$ cat config.mk
export PLATFORM = sky130hd
export DESIGN_NAME = arb_request_tracker_flat
export DESIGN_NICKNAME = d
export VERILOG_FILES = /design/src/rtl/arb_pkg.sv /design/src/rtl/arb_request_tracker_if.sv /design/src/rtl/arb_port_slot.sv /design/src/rtl/arb_request_tracker.sv /design/src/flat_wrapper.sv
export SDC_FILE = /design/constraint.sdc
export NUM_CORES = 1
export LEC_CHECK = 0
export ABC_AREA = 1
export CAP_MARGIN = 20
export CELL_PAD_IN_SITES_DETAIL_PLACEMENT = 1
export CELL_PAD_IN_SITES_GLOBAL_PLACEMENT = 1
export CORE_MARGIN = 1.5
export CORE_UTILIZATION = 35
export CTS_BUF_LIST = sky130_fd_sc_hd__clkbuf_2
export CTS_CLUSTER_SIZE = 8
export DETAILED_ROUTE_END_ITERATION = 8
export PLACE_DENSITY = 0.72
export SLEW_MARGIN = 25
export SYNTH_ARGS = -nofsm -noshare
export SYNTH_HDL_FRONTEND = slang
export SYNTH_SLANG_ARGS = --single-unit
$ cat constraint.sdc
create_clock -name clk -period 2.1 [get_ports clk]
set_input_delay 0.42 -clock clk [delete_from_list [all_inputs] [get_ports clk]]
set_output_delay 0.42 -clock clk [all_outputs]
set_load 0.01 [all_outputs]
$ cat src/rtl/arb_pkg.sv
// Shared defaults and types for the arbiter request tracker.
package arb_pkg;
    localparam int ARB_NUM_PORTS = 4;

    typedef logic [ARB_NUM_PORTS-1:0] port_vec_t;
endpackage

$ cat src/rtl/arb_request_tracker_if.sv
// Request/grant bundle between the tracker, its clients and the arbiter.
// The master modport is the tracker's side; slave is the environment's side.
interface arb_request_tracker_if
    import arb_pkg::*;
#(
    parameter int NUM_PORTS = ARB_NUM_PORTS,
    parameter int DEPTH     = 7,
    localparam int CNT_W    = $clog2(DEPTH + 1)
) ();
    logic [NUM_PORTS-1:0]       req_pulse_i;
    logic [NUM_PORTS-1:0]       requests_o;
    logic [NUM_PORTS-1:0]       grants_i;
    logic [NUM_PORTS-1:0]       served_o;
    logic [NUM_PORTS*CNT_W-1:0] pending_o;
    logic [NUM_PORTS-1:0]       starve_o;
    logic                       overflow_o;
    logic                       grant_err_o;

    modport master (
        input  req_pulse_i, grants_i,
        output requests_o, served_o, pending_o, starve_o, overflow_o, grant_err_o
    );

    modport slave (
        output req_pulse_i, grants_i,
        input  requests_o, served_o, pending_o, starve_o, overflow_o, grant_err_o
    );
endinterface

$ cat src/rtl/arb_port_slot.sv
// One client's pending counter and starvation timer.
module arb_port_slot #(
    parameter int DEPTH        = 7,
    parameter int STARVE_LIMIT = 16,
    parameter int CNT_W        = $clog2(DEPTH + 1),
    parameter int WAIT_W       = $clog2(STARVE_LIMIT + 1)
) (
    input  logic             clk,
    input  logic             reset,
    input  logic             inc,
    input  logic             dec,
    output logic [CNT_W-1:0] count,
    output logic             starve,
    output logic             overflow
);
    localparam logic [CNT_W-1:0]  DEPTH_C = CNT_W'(DEPTH);
    localparam logic [CNT_W-1:0]  CNT_ONE = CNT_W'(1);
    localparam logic [WAIT_W-1:0] LIMIT_C = WAIT_W'(STARVE_LIMIT);
    localparam logic [WAIT_W-1:0] WAIT_ONE = WAIT_W'(1);

    logic [CNT_W-1:0]  count_nxt;
    logic [WAIT_W-1:0] wait_cnt;
    logic [WAIT_W-1:0] wait_nxt;

    // Next count and wait values; a full port drops the pulse and strobes overflow.
    always_comb begin
        count_nxt = count;
        overflow  = 1'b0;
        if (inc && !dec) begin
            if (count == DEPTH_C) begin
                overflow = 1'b1;
            end else begin
                count_nxt = count + CNT_ONE;
            end
        end else if (dec && !inc) begin
            count_nxt = count - CNT_ONE;
        end

        wait_nxt = wait_cnt;
        if (dec || (count == '0)) begin
            wait_nxt = '0;
        end else if (wait_cnt != LIMIT_C) begin
            wait_nxt = wait_cnt + WAIT_ONE;
        end
    end

    // Counter registers with synchronous, dominant reset.
    always_ff @(posedge clk) begin
        if (reset) begin
            count    <= '0;
            wait_cnt <= '0;
        end else begin
            count    <= count_nxt;
            wait_cnt <= wait_nxt;
        end
    end

    assign starve = (wait_cnt == LIMIT_C);
endmodule

$ cat src/rtl/arb_request_tracker.sv
// Requester-side companion to the fixed-priority arbiter: per-port pending
// counters drive the request vector, grants retire them, and illegal grant
// vectors are rejected and flagged.
module arb_request_tracker
    import arb_pkg::*;
#(
    parameter int NUM_PORTS    = ARB_NUM_PORTS,
    parameter int DEPTH        = 7,
    parameter int STARVE_LIMIT = 16,
    parameter int CNT_W        = $clog2(DEPTH + 1),
    parameter int WAIT_W       = $clog2(STARVE_LIMIT + 1)
) (
    input logic                  clk,
    input logic                  reset,
    arb_request_tracker_if.master bus
);
    logic [NUM_PORTS-1:0]       requests;
    logic [NUM_PORTS-1:0]       acc_grant;
    logic [NUM_PORTS-1:0]       ovf_strobe;
    logic [NUM_PORTS-1:0]       starve;
    logic [NUM_PORTS-1:0]       served;
    logic [NUM_PORTS*CNT_W-1:0] pending;
    logic                       grant_legal;
    logic                       overflow;
    logic                       grant_err;

    // Accept a grant only if it is one-hot (or empty) and targets a requesting port.
    always_comb begin
        grant_legal = ((bus.grants_i & (bus.grants_i - NUM_PORTS'(1))) == '0) &&
                      ((bus.grants_i & ~requests) == '0);
        acc_grant   = grant_legal ? bus.grants_i : '0;
    end

    for (genvar i = 0; i < NUM_PORTS; i++) begin : g_slot
        arb_port_slot #(
            .DEPTH        (DEPTH),
            .STARVE_LIMIT (STARVE_LIMIT),
            .CNT_W        (CNT_W),
            .WAIT_W       (WAIT_W)
        ) u_slot (
            .clk      (clk),
            .reset    (reset),
            .inc      (bus.req_pulse_i[i]),
            .dec      (acc_grant[i]),
            .count    (pending[i*CNT_W +: CNT_W]),
            .starve   (starve[i]),
            .overflow (ovf_strobe[i])
        );

        // Requests come from registered counts only, keeping the arbiter loop acyclic.
        assign requests[i] = (pending[i*CNT_W +: CNT_W] != '0);
    end

    // Served register and sticky error flags.
    always_ff @(posedge clk) begin
        if (reset) begin
            served    <= '0;
            overflow  <= 1'b0;
            grant_err <= 1'b0;
        end else begin
            served <= acc_grant;
            if (|ovf_strobe) begin
                overflow <= 1'b1;
            end
            if (!grant_legal) begin
                grant_err <= 1'b1;
            end
        end
    end

    assign bus.requests_o  = requests;
    assign bus.served_o    = served;
    assign bus.pending_o   = pending;
    assign bus.starve_o    = starve;
    assign bus.overflow_o  = overflow;
    assign bus.grant_err_o = grant_err;
endmodule
$ cat src/flat_wrapper.sv
// flat-port wrapper written by rule: the top's interface ports become plain ports
module arb_request_tracker_flat import arb_pkg::*;
#(
    parameter int NUM_PORTS    = ARB_NUM_PORTS,
    parameter int DEPTH        = 7,
    parameter int STARVE_LIMIT = 16,
    parameter int CNT_W        = $clog2(DEPTH + 1),
    parameter int WAIT_W       = $clog2(STARVE_LIMIT + 1)
)
  (clk, reset, bus_req_pulse_i, bus_grants_i, bus_requests_o, bus_served_o, bus_pending_o, bus_starve_o, bus_overflow_o, bus_grant_err_o);
  arb_request_tracker_if #(.NUM_PORTS(NUM_PORTS), .DEPTH(DEPTH)) bus_i ();
  input logic clk;
  input logic reset;
  input wire logic [$bits(bus_i.req_pulse_i)-1:0] bus_req_pulse_i;
  input wire logic [$bits(bus_i.grants_i)-1:0] bus_grants_i;
  output wire logic [$bits(bus_i.requests_o)-1:0] bus_requests_o;
  output wire logic [$bits(bus_i.served_o)-1:0] bus_served_o;
  output wire logic [$bits(bus_i.pending_o)-1:0] bus_pending_o;
  output wire logic [$bits(bus_i.starve_o)-1:0] bus_starve_o;
  output wire logic [$bits(bus_i.overflow_o)-1:0] bus_overflow_o;
  output wire logic [$bits(bus_i.grant_err_o)-1:0] bus_grant_err_o;
  assign bus_i.req_pulse_i = bus_req_pulse_i;
  assign bus_i.grants_i = bus_grants_i;
  assign bus_requests_o = bus_i.requests_o;
  assign bus_served_o = bus_i.served_o;
  assign bus_pending_o = bus_i.pending_o;
  assign bus_starve_o = bus_i.starve_o;
  assign bus_overflow_o = bus_i.overflow_o;
  assign bus_grant_err_o = bus_i.grant_err_o;
  arb_request_tracker #(.NUM_PORTS(NUM_PORTS), .DEPTH(DEPTH), .STARVE_LIMIT(STARVE_LIMIT), .CNT_W(CNT_W), .WAIT_W(WAIT_W)) u_core (.clk(clk), .reset(reset), .bus(bus_i));
endmodule
After elaboration in Yosys (flattened, before gate mapping)
Cells that the tools add are included.
W data, S select, Z words.

operators by class
  reduce and logical (&&, ||, !) cells = 44
  multiplexer cells = 21
  div/mod/pow operators = 0
  shifts and indexed selects = 0
  eq/ne operators = 16
  order comparisons = 0
  bitwise logic cells = 3
  add/sub/neg operators = 13
  multipliers = 0

operators with widths
  cell                   number
  $mux W3                12
  $add A5 B1 Y5 const B  4
  $eq A5 B5 Y1 const B   4
  $ne A5 B5 Y1 const B   4
  $add A3 B1 Y3 const B  4
  $eq A3 B3 Y1 const B   4
  $logic_not A3 Y1       4
  $reduce_bool A3 Y1     4
  $sub A3 B1 Y3 const B  4
  $logic_and A1 B1 Y1    9
  $and A4 B4 Y4          2
  $logic_not A1 Y1       8
  $logic_not A4 Y1       2
  $mux W1                8
  $ne A2 B2 Y1 const B   4
  $reduce_and A2 Y1      4
  $reduce_bool A2 Y1     4
  $reduce_or A2 Y1       4
  $logic_or A1 B1 Y1     4
  $mux W4                1
  $not A4 Y4             1
  $reduce_or A4 Y1       1
  $sub A4 B1 Y4 const B  1

word-level totals
  latch bits = 0
  output and inout port bits = 26
  input port bits = 10
  register bits after elaboration = 38
  bits in read-only memories = 0
  memory bits (writable) = 0
  word-level logic and storage cells = 108
  memories = 0

Depth between registers and ports, before layout
Gate-level depths: netlist of run 1.

  depth after elaboration = 10
  depth in mapped cells = 14
  gate-level depth less buffers = 14

Cells and area by module
From an unflattened synthesis of run 1, not the netlist that was laid out.

unflattened totals
  cells, all modules = 285
  area, all modules = 1,998.2 µm²

modules (own cells, without submodules)
  module               area each (µm²)  instances  sequential area each (µm²)  cells an instance
  arb_port_slot        416.6            4          160.2                       57
  arb_request_tracker  331.6            1          120.1                       57

Least setup slack after synthesis of run 1
No wires, ideal clock.

  path kind = register to register
  start = register u_core.g_slot[2].u_slot.count[0]
  end = register u_core.g_slot[3].u_slot.count[1]
  setup time = 115 ps
  stages on the path, launching flop included = 10
  clock period less this slack = 1,800 ps
  data required time = 1,985 ps
  buffers on the path = 0
  data arrival time = 1,685 ps
  slack = 300 ps
  cells stage by stage = dfxtp_1 > nor2_1 > nand3_1 > nand2_1 > nor2_4 > nand3_2 > nand2_2 > fa_1 > a21oi_1 > nor2_1

between the ends
  elaborated cells on any way between the ends = 13
  classes of those cells = eq/ne: 1; mux: 2; bitwise: 2; reduce/logical: 8

RTL lines
  item                                      line                       text
  from (decl)                               arb_port_slot.sv:12        output logic [CNT_W-1:0] count,
  from (signal assigned)                    arb_port_slot.sv:53        count <= count_nxt;
  $reduce_bool A3 Y1                        arb_request_tracker.sv:51  assign requests[i] = (pending[i*CNT_W +: CNT_W] != '0);
  $not A4 Y4                                arb_request_tracker.sv:30  ((bus.grants_i & ~requests) == '0);
  $and A4 B4 Y4                             arb_request_tracker.sv:30
  $logic_not A4 Y1                          arb_request_tracker.sv:30
  $logic_and A1 B1 Y1                       arb_request_tracker.sv:29  grant_legal = ((bus.grants_i & (bus.grants_i - NUM_PORTS'(1))) == '0) &&
  $mux W4                                   arb_request_tracker.sv:31  acc_grant = grant_legal ? bus.grants_i : '0;
  $logic_not A1 Y1                          arb_port_slot.sv:29        if (inc && !dec) begin
  $logic_and A1 B1 Y1                       arb_port_slot.sv:29
  $mux W3                                   arb_port_slot.sv:29
  net u_core.g_slot[3].u_slot.count_nxt[1]  arb_port_slot.sv:21        logic [CNT_W-1:0] count_nxt;
  to (signal assigned)                      arb_port_slot.sv:53
  to (decl)                                 arb_port_slot.sv:12

The timed path passes the listed nets, and every way through them passes these cells.
A chain may end at the register's enable or synchronous reset.

Worst setup path after layout of run 1
  start = register u_core.g_slot[2].u_slot.count[2]
  end = output port bus_requests_o[2]

between the ends
  longest elaborated chain between the ends = 1

ends and longest elaborated chain
  item                line                       text
  $reduce_bool A3 Y1  arb_request_tracker.sv:51
  to (decl)           flat_wrapper.sv:16         output wire logic [$bits(bus_i.requests_o)-1:0] bus_requests_o;

Every way passes these cells.

==> results of run 1 <==
logic make-up after synthesis:
| logic type | after synthesis | share of synthesized area [%] |
|---|---|---|
| xor gates and xnor gates | 7 | 2.982 |
| adders and majority gates | 12 | 8.765 |
| DFF | 38 | 37.01 |
| AOI/OAI and AO/OA | 27 | 6.695 |
| buffers and inverters | 48 | 9.555 |
| and+or+nand+nor | 149 | 35.00 |
report_power, final:
| group | switching (mW) | internal [mW] | total [mW] |
|---|---|---|---|
| registers | 0.0482 | 0.774 | 0.822 |
| logic | 0.265 | 0.225 | 0.490 |
| clock network | 0.250 | 0.198 | 0.447 |
cell type report:
type                       count  area (sq um)  area share [%]
tap                           72         90.09           3.343
sequential                    38         762.0           28.27
clock buffer                   5         25.02          0.9285
timing repair buffer          56         503.0           18.66
clock inverter                 3         40.04           1.486
multi-input combinational    195          1114           41.32
inverter                      43         161.4           5.989
routing by layer:
metal  wire, um  GRT usage [%]  vias to the layer above
met2       2526          31.69                       23
li1           -              -                     1006
met4         55          5.263                        0
met3        123          3.429                        5
met5          0              0                        -
met1       2397          21.59                      907
worst max-delay path by stage:
stage / endpoint / from / cells past startpoint / slack [ps]
final: bus_requests_o[2] / u_core.g_slot[2].u_slot.count[2] / 3 / 120
after global routing: u_core.g_slot[1].u_slot.count[2] / bus_grants_i[0] / 12 / 1
after CTS: bus_requests_o[1] / u_core.g_slot[1].u_slot.count[0] / 3 / 60
after detailed placement: u_core.g_slot[1].u_slot.count[2] / bus_grants_i[0] / 10 / -280
after global placement: u_core.g_slot[0].u_slot.count[2] / bus_grants_i[0] / 12 / -220
after floorplan: u_core.g_slot[3].u_slot.count[1] / u_core.g_slot[2].u_slot.count[0] / 9 / 300
placed cells by master (no fill, tap or decap), types with 2 or more instances in the layout:
cell             instances
a21oi_1                 18
buf_4                   21
clkbuf_2                 5
clkdlybuf4s50_1         31
clkinv_1                 3
clkinv_2                 2
dfxtp_1                 37
dlygate4sd2_1            4
fa_1                     4
ha_1                     8
inv_1                   36
inv_2                    4
nand2_1                 51
nand2_2                  6
nand3_1                 27
nand3_2                  4
nand3b_1                 4
nand4_1                  5
nor2_1                  35
nor3_1                   8
nor3_2                   3
o21ai_0                  6
o21ai_1                  2
or2_2                    3
xnor2_1                  4
xor2_1                   3
sequential cells by signal, indices dropped and copies added (netlist names):
name                           flops
u_core.bus.grant_err_o             1
u_core.bus.overflow_o              1
u_core.bus.served_o                4
u_core.g_slot.u_slot.count        12
u_core.g_slot.u_slot.wait_cnt     20
through the flow:
stage          instance area (sq um)  power, mW
6_report                        2695      1.760
4_1_cts                         2684      1.787
3_5_place_dp                    2619      1.328
2_1_floorplan                   2056      1.096
3_3_place_gp                    2619      1.312
5_1_grt                         2695      1.878
critical path: cells and delay by family (launching register included):
kind | cells | cell delay (ps)
buf+inv | 2 | 620
flops | 1 | 450
simple gates | 1 | 110
repair_timing:
item	4_1_cts	5_1_grt
hold buffers	0	0
resized for setup	5	3
setup endpoints to repair	4	3
==> key figures, run 1 <==
Logic synthesis
  – Sequential area share after synthesis: 37.01%
  – Synth Warn #: 0
  – Asr flop ratio synth: 0%
  – Yosys top cell area share: 37.01%
  – Post-synth top cells: 51 x nand2_1, 38 x dfxtp_1, 36 x inv_1
  – EDFF count, synth: 0
  – Mapped Cells: 281
  – Seq cells post-synth: 38
  – Post-Syn Nets: 303
  – Avg Cell Area, Syn: 7.316 sq um
  – Area contributors post-synth: dfxtp_1 37%, nand2_1 9.3%, inv_1 6.6%
  – Yosys top cell by area: dfxtp_1
  – Most common cell in the netlist: nand2_1
  – Most used DFF post-synth: dfxtp_1
  – Distinct cells, synth: 26
  – Synth Cell Area: 0.002056 sq mm

Routing
  – Vias per cell: 4.711
  – Drt pass-1 iters: 4
  – WL final: 5.103 mm
  – DR WL/cell: 12.39 um
  – Post-route ant nets: 0
  – 1st-iter DRT viols: 41
  – DRC Markers: 0
  – Vias: 1,941

Floorplanning
  – Starting Density: 36.88%
  – DIE AREA: 0.006343 sq mm
  – Core area: 0.005574 sq mm
  – FP Rows: 27
  – Die Ht: 79.64 um
  – I/O Pins: 36
  – Die Wd: 79.64 um

Placement
  – Buffers added on ports: 35
  – GPL Wtd Cong: 0.7897
  – DP HPWL: 4.058 mm
  – Placed cells: 404
  – DP Worst Slack: -279.6 ps

Final layout
  – P&R area growth vs syn: 31.10%
  – Ant diodes: 0
  – Filler cell count: 740
  – Fin nets: 361
  – Final core occ: 48.35%
  – Layout cell share with drive strength beyond 1: 15.59%
  – Post-route insts no fill: 412

STA
  – Tmin final: 1978 ps
  – Max Fclk: 505.5 MHz
  – Setup violators final: 0
  – Slew Limit Fails: 0
  – Headroom to the max-slew limit: 69.37%
  – Final hold violation count: 0
  – TNS Setup: 0 ps
  – Final worst slack: 121.7 ps
  – RSZ-0062 raised after global routing: false
  – Worst hold slack: 499.1 ps
  – Worst-Margin Slew: 459.0 ps
  – Fin crit share: 94.20%
  – Worst clock skew: 17.21 ps

Worst setup path
  – Worst-path fanout max: 5
  – Worst R2R Path Depth: 10
  – Crit-path max cell delay: 540 ps
  – Type of origin of the critical path: flop
  – Reg2reg start: u_core.g_slot[0].u_slot.count[0]
  – Setup CP Type: reg2out
  – R2R Setup Slk: 200 ps
  – Worst reg2reg endpoint: u_core.g_slot[1].u_slot.count[2]
  – Setup crit end kind: output pin
  – Crit-path cells: inv_1 -> nand2_1 -> clkdlybuf4s50_1
  – CP required: 1680 ps
  – Worst Path Arrival: 1560 ps
  – Slowest cell on crit path: clkdlybuf4s50_1

Global route
  – Pin count of the biggest net entering global routing: 15
  – Initial antenna violation count: 0
  – GRT Resource Usage Total: 17.83%
  – First-pass GRT wire length: 8.838 mm
  – Grt total ovfl: 0
  – Vias in the first global route: 2,024

CTS
  – Num Clock Sinks: 38
  – Postcts setup bufs: 0
  – Worst-path clk slew: 200 ps
  – H-tree depth: 2
  – CTS Buf Count: 5
  – Clock Root Buffer: clkbuf_2
  – TritonCTS clock tree: built
  – Bufs on Longest Clock Path: 2
  – Worst-Skew Late Latency: 390 ps

Outcome
  – Status: complete, no violations

Worst hold path
  – Hold Crit Endpoint: u_core.g_slot[1].u_slot.wait_cnt[4]
  – HP Start: u_core.g_slot[1].u_slot.wait_cnt[4]
  – Worst hold path depth: 2
  – Hold crit path type: reg2reg

Power and ir drop
  – Peak supply drop: 261.2 uV
  – Pleak: 1.189 nW
  – Power Dens Cells: 652.9 mW/mm^2

Run
  – Max cap viols: 0
Power figures use the tool's default switching activity.
==> run 2: changes to the inputs <==
--- a/config.mk
+++ b/config.mk
@@ -10,11 +10,10 @@
 export CELL_PAD_IN_SITES_DETAIL_PLACEMENT = 1
 export CELL_PAD_IN_SITES_GLOBAL_PLACEMENT = 1
 export CORE_MARGIN = 1.5
-export CORE_UTILIZATION = 35
+export CORE_UTILIZATION = 39
 export CTS_BUF_LIST = sky130_fd_sc_hd__clkbuf_2
-export CTS_CLUSTER_SIZE = 8
 export DETAILED_ROUTE_END_ITERATION = 8
-export PLACE_DENSITY = 0.72
+export PLACE_DENSITY = 0.79
 export SLEW_MARGIN = 25
 export SYNTH_ARGS = -nofsm -noshare
 export SYNTH_HDL_FRONTEND = slang
==> key figures, run 2 (synthesis results as in run 1) <==
Routing
  – DRC Markers: 0
  – WL final: 5.043 mm
  – Vias: 1,950
  – DR WL/cell: 12.24 um
  – Vias per cell: 4.733
  – Post-route ant nets: 0
  – Drt pass-1 iters: 4
  – 1st-iter DRT viols: 78

Worst setup path
  – Setup CP Type: reg2out
  – CP required: 1680 ps
  – Setup crit end kind: output pin
  – Worst Path Arrival: 1600 ps
  – Worst-path fanout max: 5
  – R2R Setup Slk: 170 ps
  – Type of origin of the critical path: flop

Placement
  – Buffers added on ports: 35
  – GPL Wtd Cong: 0.7871
  – DP HPWL: 4.096 mm
  – Post-DP Area: 0.002631 sq mm
  – Placed cells: 404
  – DP Worst Slack: -263.3 ps

Final layout
  – Ant diodes: 0
  – Max reg flops: 20
  – Most common cell after layout, fill and taps aside: nand2_1
  – Filler cell count: 667
  – Post-route insts no fill: 412
  – Fin area: 0.002741 sq mm
  – Fin nets: 363
  – Biggest register: u_core.g_slot.u_slot.wait_cnt
  – Most frequent cells in the layout: 51 x nand2_1, 36 x inv_1, 35 x nor2_1, 34 x dfxtp_1, 31 x clkdlybuf4s50_1
  – P&R area growth vs syn: 33.35%
  – Layout cell share with drive strength beyond 1: 16.96%

Floorplanning
  – DIE AREA: 0.005715 sq mm
  – Starting Density: 40.25%
  – I/O Pins: 36
  – Core area: 0.005107 sq mm
  – FP Rows: 26
  – Die Wd: 75.60 um
  – Die Ht: 75.60 um

CTS
  – H-tree depth: 2
  – TritonCTS clock tree: built
  – Worst-Skew Late Latency: 410 ps
  – Num Clock Sinks: 38
  – Postcts setup bufs: 0
  – CTS Buf Count: 5
  – Clock Root Buffer: clkbuf_2
  – Worst-path clk slew: 200 ps
  – Bufs on Longest Clock Path: 2

STA
  – Worst-Margin Slew: 354.3 ps
  – Worst clock skew: 16.05 ps
  – Tmin final: 2016 ps
  – Final worst slack: 83.82 ps
  – Setup violators final: 0
  – Fin crit share: 96.01%
  – Final hold violation count: 0
  – Max Fclk: 496.0 MHz
  – Headroom to the max-slew limit: 76.35%
  – RSZ-0062 raised after global routing: false
  – Slew Limit Fails: 0

Power and ir drop
  – Peak supply drop: 285.1 uV
  – Pleak: 1.209 nW
  – Power Dens Cells: 688.4 mW/mm^2
  – Design Power: 1.887 mW

Global route
  – Pin count of the biggest net entering global routing: 13
  – Vias in the first global route: 1,976
  – Initial antenna violation count: 0
  – GRT Resource Usage Total: 19.43%
  – Grt total ovfl: 0
  – First-pass GRT wire length: 8.445 mm

Worst hold path
  – Hold crit path type: reg2reg

Run
  – Max cap viols: 0

Outcome
  – Status: complete, no violations
## run 2: cell count changes in the layout (fill, tap and decap cells not counted), sizes merged
cell and delta:
clkinv -1, clkdlybuf4s15 +1, dlygate4sd2 -1, buf +2
bufinv +1
## run 2: area by class of cell
type | count | area, sq um | share of cell area [%]
timing repair buffer | 58 | 519.2 | 18.94
clock inverter | 3 | 63.81 | 2.328
clock buffer | 5 | 25.02 | 0.9128
sequential | 38 | 765.7 | 27.93
multi-input combinational | 195 | 1119 | 40.80
inverter | 43 | 161.4 | 5.888
tap | 70 | 87.58 | 3.195
## run 2: per-stage QoR
step	TNS, ps	hold WS, ps	utilization [%]
after floorplan	0	448.2	-
after detailed placement	-1804	471.8	51.52
after global routing	0	539.4	53.67
after global placement	-1170	457.6	51.52
final	0	497.1	53.67
after CTS	0	497.2	53.28
## run 2: path summary, 6_finish.rpt
check                                                          from                             endpoint  cells after the start
worst max-delay path               u_core.g_slot[2].u_slot.count[1]                    bus_requests_o[2]                      3
worst min-delay path            u_core.g_slot[3].u_slot.wait_cnt[4]  u_core.g_slot[3].u_slot.wait_cnt[4]                      2
worst max register to register     u_core.g_slot[3].u_slot.count[0]     u_core.g_slot[0].u_slot.count[2]                     10
worst min register to register  u_core.g_slot[3].u_slot.wait_cnt[4]  u_core.g_slot[3].u_slot.wait_cnt[4]                      2
## run 2: routing by layer
layer,vias up,share of wire (%),track usage (%)
met2,26,51,34.11
met5,-,0,0
met1,911,45,23.61
li1,1006,-,-
met4,0,1.5,7.937
met3,7,2.7,3.175
## run 2: where the power goes
part	internal, mW	switching [mW]	total [mW]
sequential	0.776	0.0513	0.827
combinational	0.230	0.261	0.491
clock	0.317	0.252	0.569
## run 2: critical path: stages (launching register included)
cell and delay [ps]:
dfxtp_1 460, nor2_1 80, nand2_1 110, clkdlybuf4s50_1 540
## run 2: timing repair
action                                 in CTS  in global routing
gates resized for setup                     6                  7
setup endpoints to repair                   4                  7
hold buffers                                0                  0
endpoints found under the hold margin       0                  0
==> run 3: changes to the inputs <==
--- a/config.mk
+++ b/config.mk
@@ -18,3 +18,4 @@
 export SYNTH_ARGS = -nofsm -noshare
 export SYNTH_HDL_FRONTEND = slang
 export SYNTH_SLANG_ARGS = --single-unit
+export TNS_END_PERCENT = 1
==> key figures, run 3 (synthesis results as in run 1) <==
Outcome
  – Status: complete, no violations

STA
  – Slew Limit Fails: 0
  – Worst clock skew: 16.42 ps
  – Final hold violation count: 0
  – Headroom to the max-slew limit: 76.06%
  – Setup violators final: 0
  – Worst hold slack: 494.2 ps
  – Final worst slack: 87.98 ps
  – Tmin final: 2012 ps
  – Fin crit share: 95.81%
  – RSZ-0062 raised after global routing: false
  – Max Fclk: 497.0 MHz
  – Worst-Margin Slew: 358.7 ps
  – TNS Setup: 0 ps

Worst setup path
  – Worst-path fanout max: 5
  – Crit-path max cell delay: 540 ps
  – Delay-heaviest family, CP: buffers and inverters
  – CP required: 1680 ps
  – Setup crit end kind: output pin
  – Worst Path Arrival: 1590 ps
  – Crit-path cells: nor2_1 -> nand2_1 -> clkdlybuf4s50_1
  – Setup CP Type: reg2out
  – Type of origin of the critical path: flop
  – Crit path buf inv count: 1
  – Slowest cell on crit path: clkdlybuf4s50_1

CTS
  – TritonCTS clock tree: built
  – Worst-path clk slew: 200 ps
  – Worst-Skew Late Latency: 400 ps
  – Num Clock Sinks: 38
  – Hold-fix buffers, CTS: 0
  – Bufs on Longest Clock Path: 2
  – Post-CTS Resized: 5
  – CTS Buf Count: 5
  – Postcts setup bufs: 0
  – Clock Root Buffer: clkbuf_2
  – H-tree depth: 2

Floorplanning
  – Die Wd: 75.60 um
  – Die Ht: 75.60 um
  – Starting Density: 40.25%
  – Core area: 0.005107 sq mm
  – I/O Pins: 36
  – FP Rows: 26
  – DIE AREA: 0.005715 sq mm

Placement
  – DP Worst Slack: -263.3 ps
  – Post-DP Area: 0.002631 sq mm
  – DP HPWL: 4.096 mm
  – Placed cells: 404
  – Buffers added on ports: 35
  – GPL Wtd Cong: 0.7871

Final layout
  – Biggest register: u_core.g_slot.u_slot.wait_cnt
  – Most frequent cells in the layout: 51 x nand2_1, 36 x inv_1, 35 x nor2_1, 34 x dfxtp_1, 31 x clkdlybuf4s50_1
  – Most common cell after layout, fill and taps aside: nand2_1
  – Max reg flops: 20
  – Post-route insts no fill: 412
  – Final core occ: 53.72%
  – Filler cell count: 665
  – Layout cell share with drive strength beyond 1: 16.96%
  – Fin nets: 363
  – Fin area: 0.002744 sq mm
  – Ant diodes: 0
  – P&R area growth vs syn: 33.48%

Routing
  – WL final: 5.056 mm
  – Drt pass-1 iters: 4
  – Vias: 1,959
  – DR WL/cell: 12.27 um
  – 1st-iter DRT viols: 78
  – Post-route ant nets: 0
  – DRC Markers: 0
  – Vias per cell: 4.755

Power and ir drop
  – Peak supply drop: 285.1 uV
  – Power Dens Cells: 687.7 mW/mm^2
  – Pleak: 1.227 nW
  – Design Power: 1.887 mW

Global route
  – GRT Resource Usage Total: 19.43%
  – Initial antenna violation count: 0
  – Vias in the first global route: 1,976
  – Grt total ovfl: 0
  – First-pass GRT wire length: 8.445 mm
  – Pin count of the biggest net entering global routing: 13

Run
  – Max cap viols: 0

Worst hold path
  – Hold crit path type: reg2reg
run 3: layout make-up:
cell class | count | area [sq um] | area share, %
well taps | 70 | 87.58 | 3.192
flip-flops and latches | 38 | 765.7 | 27.91
clock inverters | 3 | 63.81 | 2.326
repair buffers | 58 | 521.8 | 19.02
multi-input cells | 195 | 1119 | 40.77
inverters | 43 | 161.4 | 5.882
clock buffers | 5 | 25.02 | 0.9120
run 3: worst paths after layout:
path | startpoint | to | slack, ps | depth (start not counted)
setup / recovery | u_core.g_slot[2].u_slot.count[1] | bus_requests_o[2] | 90 | 3
setup reg to reg | u_core.g_slot[3].u_slot.count[0] | u_core.g_slot[0].u_slot.count[2] | 160 | 10
hold reg to reg | u_core.g_slot[3].u_slot.wait_cnt[4] | u_core.g_slot[3].u_slot.wait_cnt[4] | 490 | 2
hold / removal | u_core.g_slot[3].u_slot.wait_cnt[4] | u_core.g_slot[3].u_slot.wait_cnt[4] | 490 | 2
run 3: power breakdown:
part	internal, mW	switching, mW
logic	0.230	0.262
clock network	0.317	0.251
registers	0.776	0.0519
total	1.32	0.565
run 3: routing by layer:
layer	wire length [um]	global-route usage (%)	part of all wire, %	vias up
li1	-	-	-	1006
met1	2271	23.61	45	920
met4	76	7.937	1.5	0
met5	0	0	0	-
met3	132	3.175	2.6	7
met2	2575	34.11	51	26
run 3: worst register-to-register path, delay by kind of cell, from the launching register on:
family | cells | cell delay (ps)
AOI/OAI and AO/OA | 1 | 150
and+or+nand+nor | 8 | 910
DFF | 1 | 390
adders and majority gates | 1 | 400
